==> config.mk <==
export PLATFORM = sky130hd
export DESIGN_NAME = seq_comparator_ctrl
export DESIGN_NICKNAME = d
export VERILOG_FILES = /design/src/rtl/seq_comparator_ctrl.sv
export SDC_FILE = /design/constraint.sdc
export NUM_CORES = 1
export LEC_CHECK = 0
export BUFFER_PORTS_ARGS = -buffer_cell sky130_fd_sc_hd__buf_2
export CORE_MARGIN = 2
export CORE_UTILIZATION = 48
export CTS_CLUSTER_DIAMETER = 50
export CTS_CLUSTER_SIZE = 14
export DETAILED_ROUTE_END_ITERATION = 12
export HOLD_SLACK_MARGIN = 0.06
export PLACE_DENSITY = 0.75
export SETUP_SLACK_MARGIN = 0.2
export SYNTH_ARGS = -nofsm -noshare
export SYNTH_HDL_FRONTEND = slang
export SYNTH_SLANG_ARGS = --single-unit
==> constraint.sdc <==
create_clock -name clk -period 1.68 [get_ports clk]
set_clock_uncertainty 0.15 [all_clocks]
set_input_delay 0.168 -clock clk [delete_from_list [all_inputs] [get_ports clk]]
set_output_delay 0.168 -clock clk [all_outputs]
set_load 0.05 [all_outputs]
==> src/rtl/seq_comparator_ctrl.sv <==
// Serial unsigned comparator, 2-bit digit per cycle, MSB digit first.
// Optional EARLY_EXIT_EN: finish on the first differing digit pair.
module seq_comparator_ctrl #(
    parameter int WIDTH = 8
) (
    input  logic             clk,
    input  logic             rst_n,
    input  logic             start,
    input  logic [WIDTH-1:0] A,
    input  logic [WIDTH-1:0] B,
    output logic             busy,
    output logic             done,
    output logic             Lesser,
    output logic             Greater,
    output logic             Equal,
    output logic [4:0]       steps
);

    typedef enum logic [1:0] {
        S_IDLE,
        S_CMP,
        S_DONE
    } state_t;

    localparam logic [4:0] NDIG = 5'(WIDTH / 2);

    state_t           r_state;
    state_t           w_next;
    logic [WIDTH-1:0] r_a;
    logic [WIDTH-1:0] r_b;
    logic [4:0]       r_idx;
    logic [4:0]       r_steps;
    logic             r_found;
    logic             r_dir_gt;
    logic             r_lt;
    logic             r_gt;
    logic             r_eq;

    logic [1:0]       w_da;
    logic [1:0]       w_db;
    logic             w_diff;
    logic             w_last;
    logic             w_exit;
    logic             w_any;
    logic             w_gt;

    // Operands shift left each step, so the current digit is always on top
    assign w_da   = r_a[WIDTH-1 -: 2];
    assign w_db   = r_b[WIDTH-1 -: 2];
    assign w_diff = (w_da != w_db);
    assign w_last = (r_idx == 5'd0);
    assign w_any  = r_found || w_diff;
    assign w_gt   = r_found ? r_dir_gt : (w_da > w_db);

    always_comb begin
        w_next = r_state;
        w_exit = 1'b0;
        unique case (r_state)
            S_IDLE: begin
                if (start) w_next = S_CMP;
            end
            S_CMP: begin
                if (w_last) w_exit = 1'b1;
`ifdef EARLY_EXIT_EN
                if (w_diff) w_exit = 1'b1;
`endif
                if (w_exit) w_next = S_DONE;
            end
            S_DONE: begin
                w_next = S_IDLE;
            end
            default: begin
                w_next = S_IDLE;
            end
        endcase
    end

    always_ff @(posedge clk) begin
        if (!rst_n) r_state <= S_IDLE;
        else        r_state <= w_next;
    end

    always_ff @(posedge clk) begin
        if (!rst_n) begin
            r_a      <= '0;
            r_b      <= '0;
            r_idx    <= '0;
            r_steps  <= '0;
            r_found  <= 1'b0;
            r_dir_gt <= 1'b0;
            r_lt     <= 1'b0;
            r_gt     <= 1'b0;
            r_eq     <= 1'b0;
        end else begin
            unique case (r_state)
                S_IDLE: begin
                    if (start) begin
                        r_a      <= A;
                        r_b      <= B;
                        r_idx    <= NDIG - 5'd1;
                        r_steps  <= '0;
                        r_found  <= 1'b0;
                        r_dir_gt <= 1'b0;
                        r_lt     <= 1'b0;
                        r_gt     <= 1'b0;
                        r_eq     <= 1'b0;
                    end
                end
                S_CMP: begin
                    r_a     <= r_a << 2;
                    r_b     <= r_b << 2;
                    r_idx   <= r_idx - 5'd1;
                    r_steps <= r_steps + 5'd1;
                    if (!r_found && w_diff) begin
                        r_found  <= 1'b1;
                        r_dir_gt <= (w_da > w_db);
                    end
                    // Flags are published only once, on the edge entering DONE
                    if (w_exit) begin
                        r_gt <= w_any && w_gt;
                        r_lt <= w_any && !w_gt;
                        r_eq <= !w_any;
                    end
                end
                default: begin
                end
            endcase
        end
    end

    assign busy    = (r_state != S_IDLE);
    assign done    = (r_state == S_DONE);
    assign Lesser  = r_lt;
    assign Greater = r_gt;
    assign Equal   = r_eq;
    assign steps   = r_steps;

endmodule

; Word-level counts from Yosys, hierarchy flattened
; Index checks and enable logic that the tools add are counted.
[totals]
ff_bits = 33
latch_bits = 0
mem_bits_rw = 0
romBits = 0
out_inout_bits = 10
elab_cells = 61
n_memories = 0
[classes]
n_addsub = 2
n_mul = 0
div = 0
n_lt_le_gt_ge = 1
eq_ne = 7
shift = 0
muxes = 26
bitwise = 0
reduce_logical = 15
[ops]
columns = op, count
row1 = one-hot mux 8 bit (2 select lines), 2
row2 = one-hot mux 5 bit (2 select lines), 2
row3 = 2-to-1 mux 8 bit, 2
row4 = 2-to-1 mux 1 bit, 10
row5 = 2-to-1 mux 5 bit, 2
row6 = one-hot mux 1 bit (2 select lines), 5
row7 = inequality test 2 bit (second input constant), 3
row8 = AND reduction 3 bit, 2
row9 = adder 5 x 1 -> 5 bit (second input constant), 1
row10 = zero test 5 bit, 1
row11 = subtractor 5 x 1 -> 5 bit (second input constant), 1
row12 = 2-to-1 mux 2 bit, 2
row13 = one-hot mux 2 bit (2 select lines), 1
row14 = AND reduction 2 bit, 2
row15 = nonzero test 2 bit, 2
row16 = logical AND 1 bit, 3
row17 = zero test 1 bit, 3
row18 = equality test 2 x 1 -> 1 bit (second input constant), 1
row19 = equality test 2 bit (second input constant), 1
row20 = > comparator 2 bit, 1
row21 = zero test 2 bit, 1
row22 = inequality test 2 x 1 -> 1 bit (second input constant), 1
row23 = inequality test 2 bit, 1
row24 = logical OR 1 bit, 1

; Longest topological paths before layout
[depth]
word_depth = 6
mapped_depth = 6

; Worst setup path before layout
; No wires, ideal clock.
[synth_path]
path_kind = register to output
from = reg r_state[1]
to = out done
arrival_ps = 1395
path_slack_ps = -33
path_stages_with_launch = 4
n_path_buf = 1
path_cell_list = dfxtp_1 -> inv_1 -> clkbuf_1 -> nor2_1
[synth_between]
elab_chain_cells = 1
[synth_lines]
columns = element, line
row1 = "start, declared", 27  ; state_t r_state;
row2 = "start signal, assigned", 80  ; else r_state <= w_next;
row3 = equality test 2 bit, 132  ; assign done = (r_state == S_DONE);
row4 = "end, declared", 12  ; output logic done,
; No other way between the ends.

; Final worst setup path
[layout_path]
from = reg r_idx[0]
to = reg r_idx[4]
[layout_between]
elab_chain_cells = 2
[layout_lines]
columns = element, line
row1 = "start, declared", 31  ; logic [4:0] r_idx;
row2 = "start signal, assigned", 100  ; r_idx <= NDIG - 5'd1;
row3 = "start signal, assigned", 112  ; r_idx <= r_idx - 5'd1;
row4 = subtractor 5 x 1 -> 5 bit, 112
row5 = one-hot mux 5 bit (2 select lines), 95  ; unique case (r_state)
; No other way between the ends.
; A chain may end at the register's enable or synchronous reset.

==> impl_metrics.tcl <==
set metrics [dict create \
    leakage_nw 0.843 \
    synth_top_area_share 0.442 \
    slew-limit-headroom 0.770 \
    pwr-share-comb 0.305 \
    placementRows 20 \
    r2r-start "r_idx[0]$_SDFFE_PN0P_" \
    grt_pass1_vias 1401 \
    ant_nets 0 \
    ff2ff_setup_slack_ns 0.02 \
    rsz0062_at_grt "true" \
    run_status "finished clean" \
    die_w_microns 59.8 \
    synthDistinctLibCells 38 \
    dieArea_sq_um 3580 \
    drive_above_1_share 0.391 \
    finalHoldViolations 0 \
    r2r_cells 6 \
    cts_max_path_buffers 2 \
    grtUsageMet2 0.388 \
    internal_power_w 0.00132 \
    synth_nets 204 \
    path_clk_slew_ns 0.10 \
    drtPass1Iterations 4 \
    grt_util_met3 0.0476 \
    synth_top_flop_cell "dfxtp_1" \
    gr-max-usage-layer "met2" \
    setup_viol 0 \
    synthArstFlopShare 0 \
    clock_power_share 0.222 \
    grt_antenna_before_repair 0 \
    post_drt_wl_per_cell_microns 14.8 \
    slew_viol_final 0 \
    synth_cells 181 \
    ys_ff_latch 33 \
    clkLatencyLatePin_ns 0.34 \
    netSwitchingFraction 0.332 \
    htree_levels 2 \
    cts_root_buf "clkbuf_4" \
    crit_type "reg -> reg" \
    diodes 0 \
    synth_edf_count 0 \
    cp-end-kind "flip-flop" \
    cts_buffers 5 \
    r2r-end "r_idx[4]$_SDFFE_PN0P_" \
    drt_first_iter_violations 51 \
    port_buffers 28 \
    post_layout_nonfiller_instances 266 \
    nets 255 \
    drcViolationCount 0 \
    hold_path_depth 5 \
    globalRouteOverflowTotal 0 \
    hold_end "r_b[4]$_SDFFE_PN0P_" \
    syn2layout_area_growth_pct 39.1 \
    arrival_ns 1.77 \
    dp_cells 235 \
    io_pins 29 \
    period_minus_slack_ns 1.66 \
    tritoncts "done" \
    num_vias 1497 \
    grt_pass1_wl_microns 6130 \
    irDropWorstVdd_uv 639 \
    ys_top_cells_by_area "dfxtp_1 44%, o21ai_0 7.4%, a21oi_1 6.0%" \
    syn_avg_cell_area_sq_um 8.26 \
    core-area_sq_um 3000 \
    worst_slew_pin_slew_ns 0.342 \
    met1_usage 0.272 \
    period_share 0.989 \
    cp_max_fo 5 \
    netlist_area_sq_um 1500 \
    finalPower_w 0.00197 \
    gp_congestion 0.757 \
    p_sw_w 0.000654 \
    clock_sinks 33 \
    p_seq_frac 0.473 \
    worstHoldStart "B[4]" \
    ys.warnings.count 0 \
    max_freq_mhz 602 \
    power.density_nw_per_um2 947 \
    initial_utilization 0.498 \
    worstPathRequired_ns 1.79 \
    grt_usage 0.228 \
    wl_microns 3930 \
    maxCapViolCount 0 \
    hp-class "in -> reg" \
    avgViaCountPerCell 5.63 \
    dp_hpwl_microns 2310 \
    cp-start-kind "flip-flop" \
    ys_seq_area_frac 0.442 \
    fp.dieH_microns 59.8 \
    yosysTopAreaCell "dfxtp_1" \
    grt_max_degree 18 \
    fin_hold_ws_ns 0.0715 \
]
## state kept, by name (all words and copies together), names as in the netlist
register	count
r_a	8
r_b	8
r_idx	5
steps	5
r_state	2
Equal	1
Greater	1
Lesser	1
r_dir_gt	1
r_found	1
## metal layers
| layer | vias to the layer above | routed length, microns |
|---|---|---|
| li1 | 744 | - |
| met1 | 692 | 1660 |
| met2 | 51 | 2000 |
| met3 | 10 | 186 |
| met4 | 0 | 80 |
| met5 | - | 0 |
## cells by family (layout without fill, tap and decap cells)
| family | after synthesis | after routing | share of synthesized area |
|---|---|---|---|
| adder cells (fa/ha/maj) | 4 | 4 | 0.0335 |
| buffers and inverters | 19 | 71 | 0.0502 |
| XOR/XNOR | 1 | 1 | 0.00586 |
| AND/OR/NAND/NOR | 63 | 63 | 0.219 |
| AO/OA/AOI/OAI | 58 | 58 | 0.228 |
| flip-flops | 33 | 33 | 0.442 |
| multiplexers | 3 | 3 | 0.0218 |
## placed cells by master, fill, tap and decap left out, drive strengths merged, types with 3 or more instances in the layout
cell,instances
buf,46
dfxtp,33
o21ai,22
nor2,20
nand2,18
a21oi,18
dlygate4sd3,9
clkbuf,7
inv,5
a22oi,5
o22ai,4
nand3,4
ha,4
clkinvlp,3
a221oi,3
nor3,3
## critical path, cell delays in order, from the launching register on
cell,delay (ns)
dfxtp_2,0.34
inv_2,0.07
ha_4,0.13
or3b_4,0.42
nor3_2,0.16
a21oi_1,0.06
o31ai_1,0.26
## cell usage after synthesis (all sizes together), types with 2 or more instances
| library cell | number |
|---|---|
| dfxtp | 33 |
| o21ai | 22 |
| nor2 | 20 |
| a21oi | 18 |
| nand2 | 18 |
| clkbuf | 7 |
| inv | 7 |
| a22oi | 5 |
| buf | 4 |
| ha | 4 |
| nand3 | 4 |
| o22ai | 4 |
| a221oi | 3 |
| nor3 | 3 |
| and2 | 2 |
| mux2 | 2 |
| nand3b | 2 |
| nand4 | 2 |
| nor2b | 2 |
| nor4 | 2 |
| o31ai | 2 |
| or3b | 2 |
## power by group through the flow
stage | clock [W] | combinational [W] | sequential, W
4_1_cts | 0.000441 | 0.000503 | 0.000925
3_5_place_dp | 0 | 0.000449 | 0.000933
3_3_place_gp | 0 | 0.000433 | 0.000928
6_report | 0.000437 | 0.000601 | 0.000932
2_1_floorplan | 0 | 0.000336 | 0.000942
5_1_grt | 0.000491 | 0.000654 | 0.000942
## worst max path at each step
stage / startpoint / endpoint / slack [ns]
after floorplan: r_b[7]$_SDFFE_PN0P_ / r_dir_gt$_SDFFE_PN0P_ / 0.1
after global placement: r_b[7]$_SDFFE_PN0P_ / r_dir_gt$_SDFFE_PN0P_ / 0.09
after detailed placement: r_b[7]$_SDFFE_PN0P_ / r_dir_gt$_SDFFE_PN0P_ / 0.03
after CTS: r_b[6]$_SDFFE_PN0P_ / r_dir_gt$_SDFFE_PN0P_ / 0.03
after global routing: r_idx[0]$_SDFFE_PN0P_ / r_idx[4]$_SDFFE_PN0P_ / -0.09
final: r_idx[0]$_SDFFE_PN0P_ / r_idx[4]$_SDFFE_PN0P_ / 0.02
## area by class of cell
class                           count  area (sq um)
Sequential cell                    33           678
Clock inverter                      1          7.51
Fill cell                         235           923
Timing Repair Buffer               55           404
Clock buffer                        7          45.0
Inverter                            8          37.5
Multi-Input combinational cell    129           866
Tap cell                           33          41.3
## through the flow
step | setup WS (ns) | instance area, sq um | setup TNS (ns) | util
floorplan | 0.0983 | 1540 | 0 | -
global placement | 0.0874 | 1690 | 0 | 0.563
detailed placement | 0.0314 | 1690 | 0 | 0.563
CTS | 0.0330 | 1920 | 0 | 0.639
global route | -0.0869 | 2080 | -0.147 | 0.693
finish | 0.0186 | 2080 | 0 | 0.693
## timing repair
item	CTS	global route
hold endpoints to repair	10	0
gates resized for setup	15	26
setup buffers	5	9
setup endpoints to repair	22	16
pin swaps	3	7
hold buffers	9	0
No activity file was read; power rests on OpenSTA's default activity.
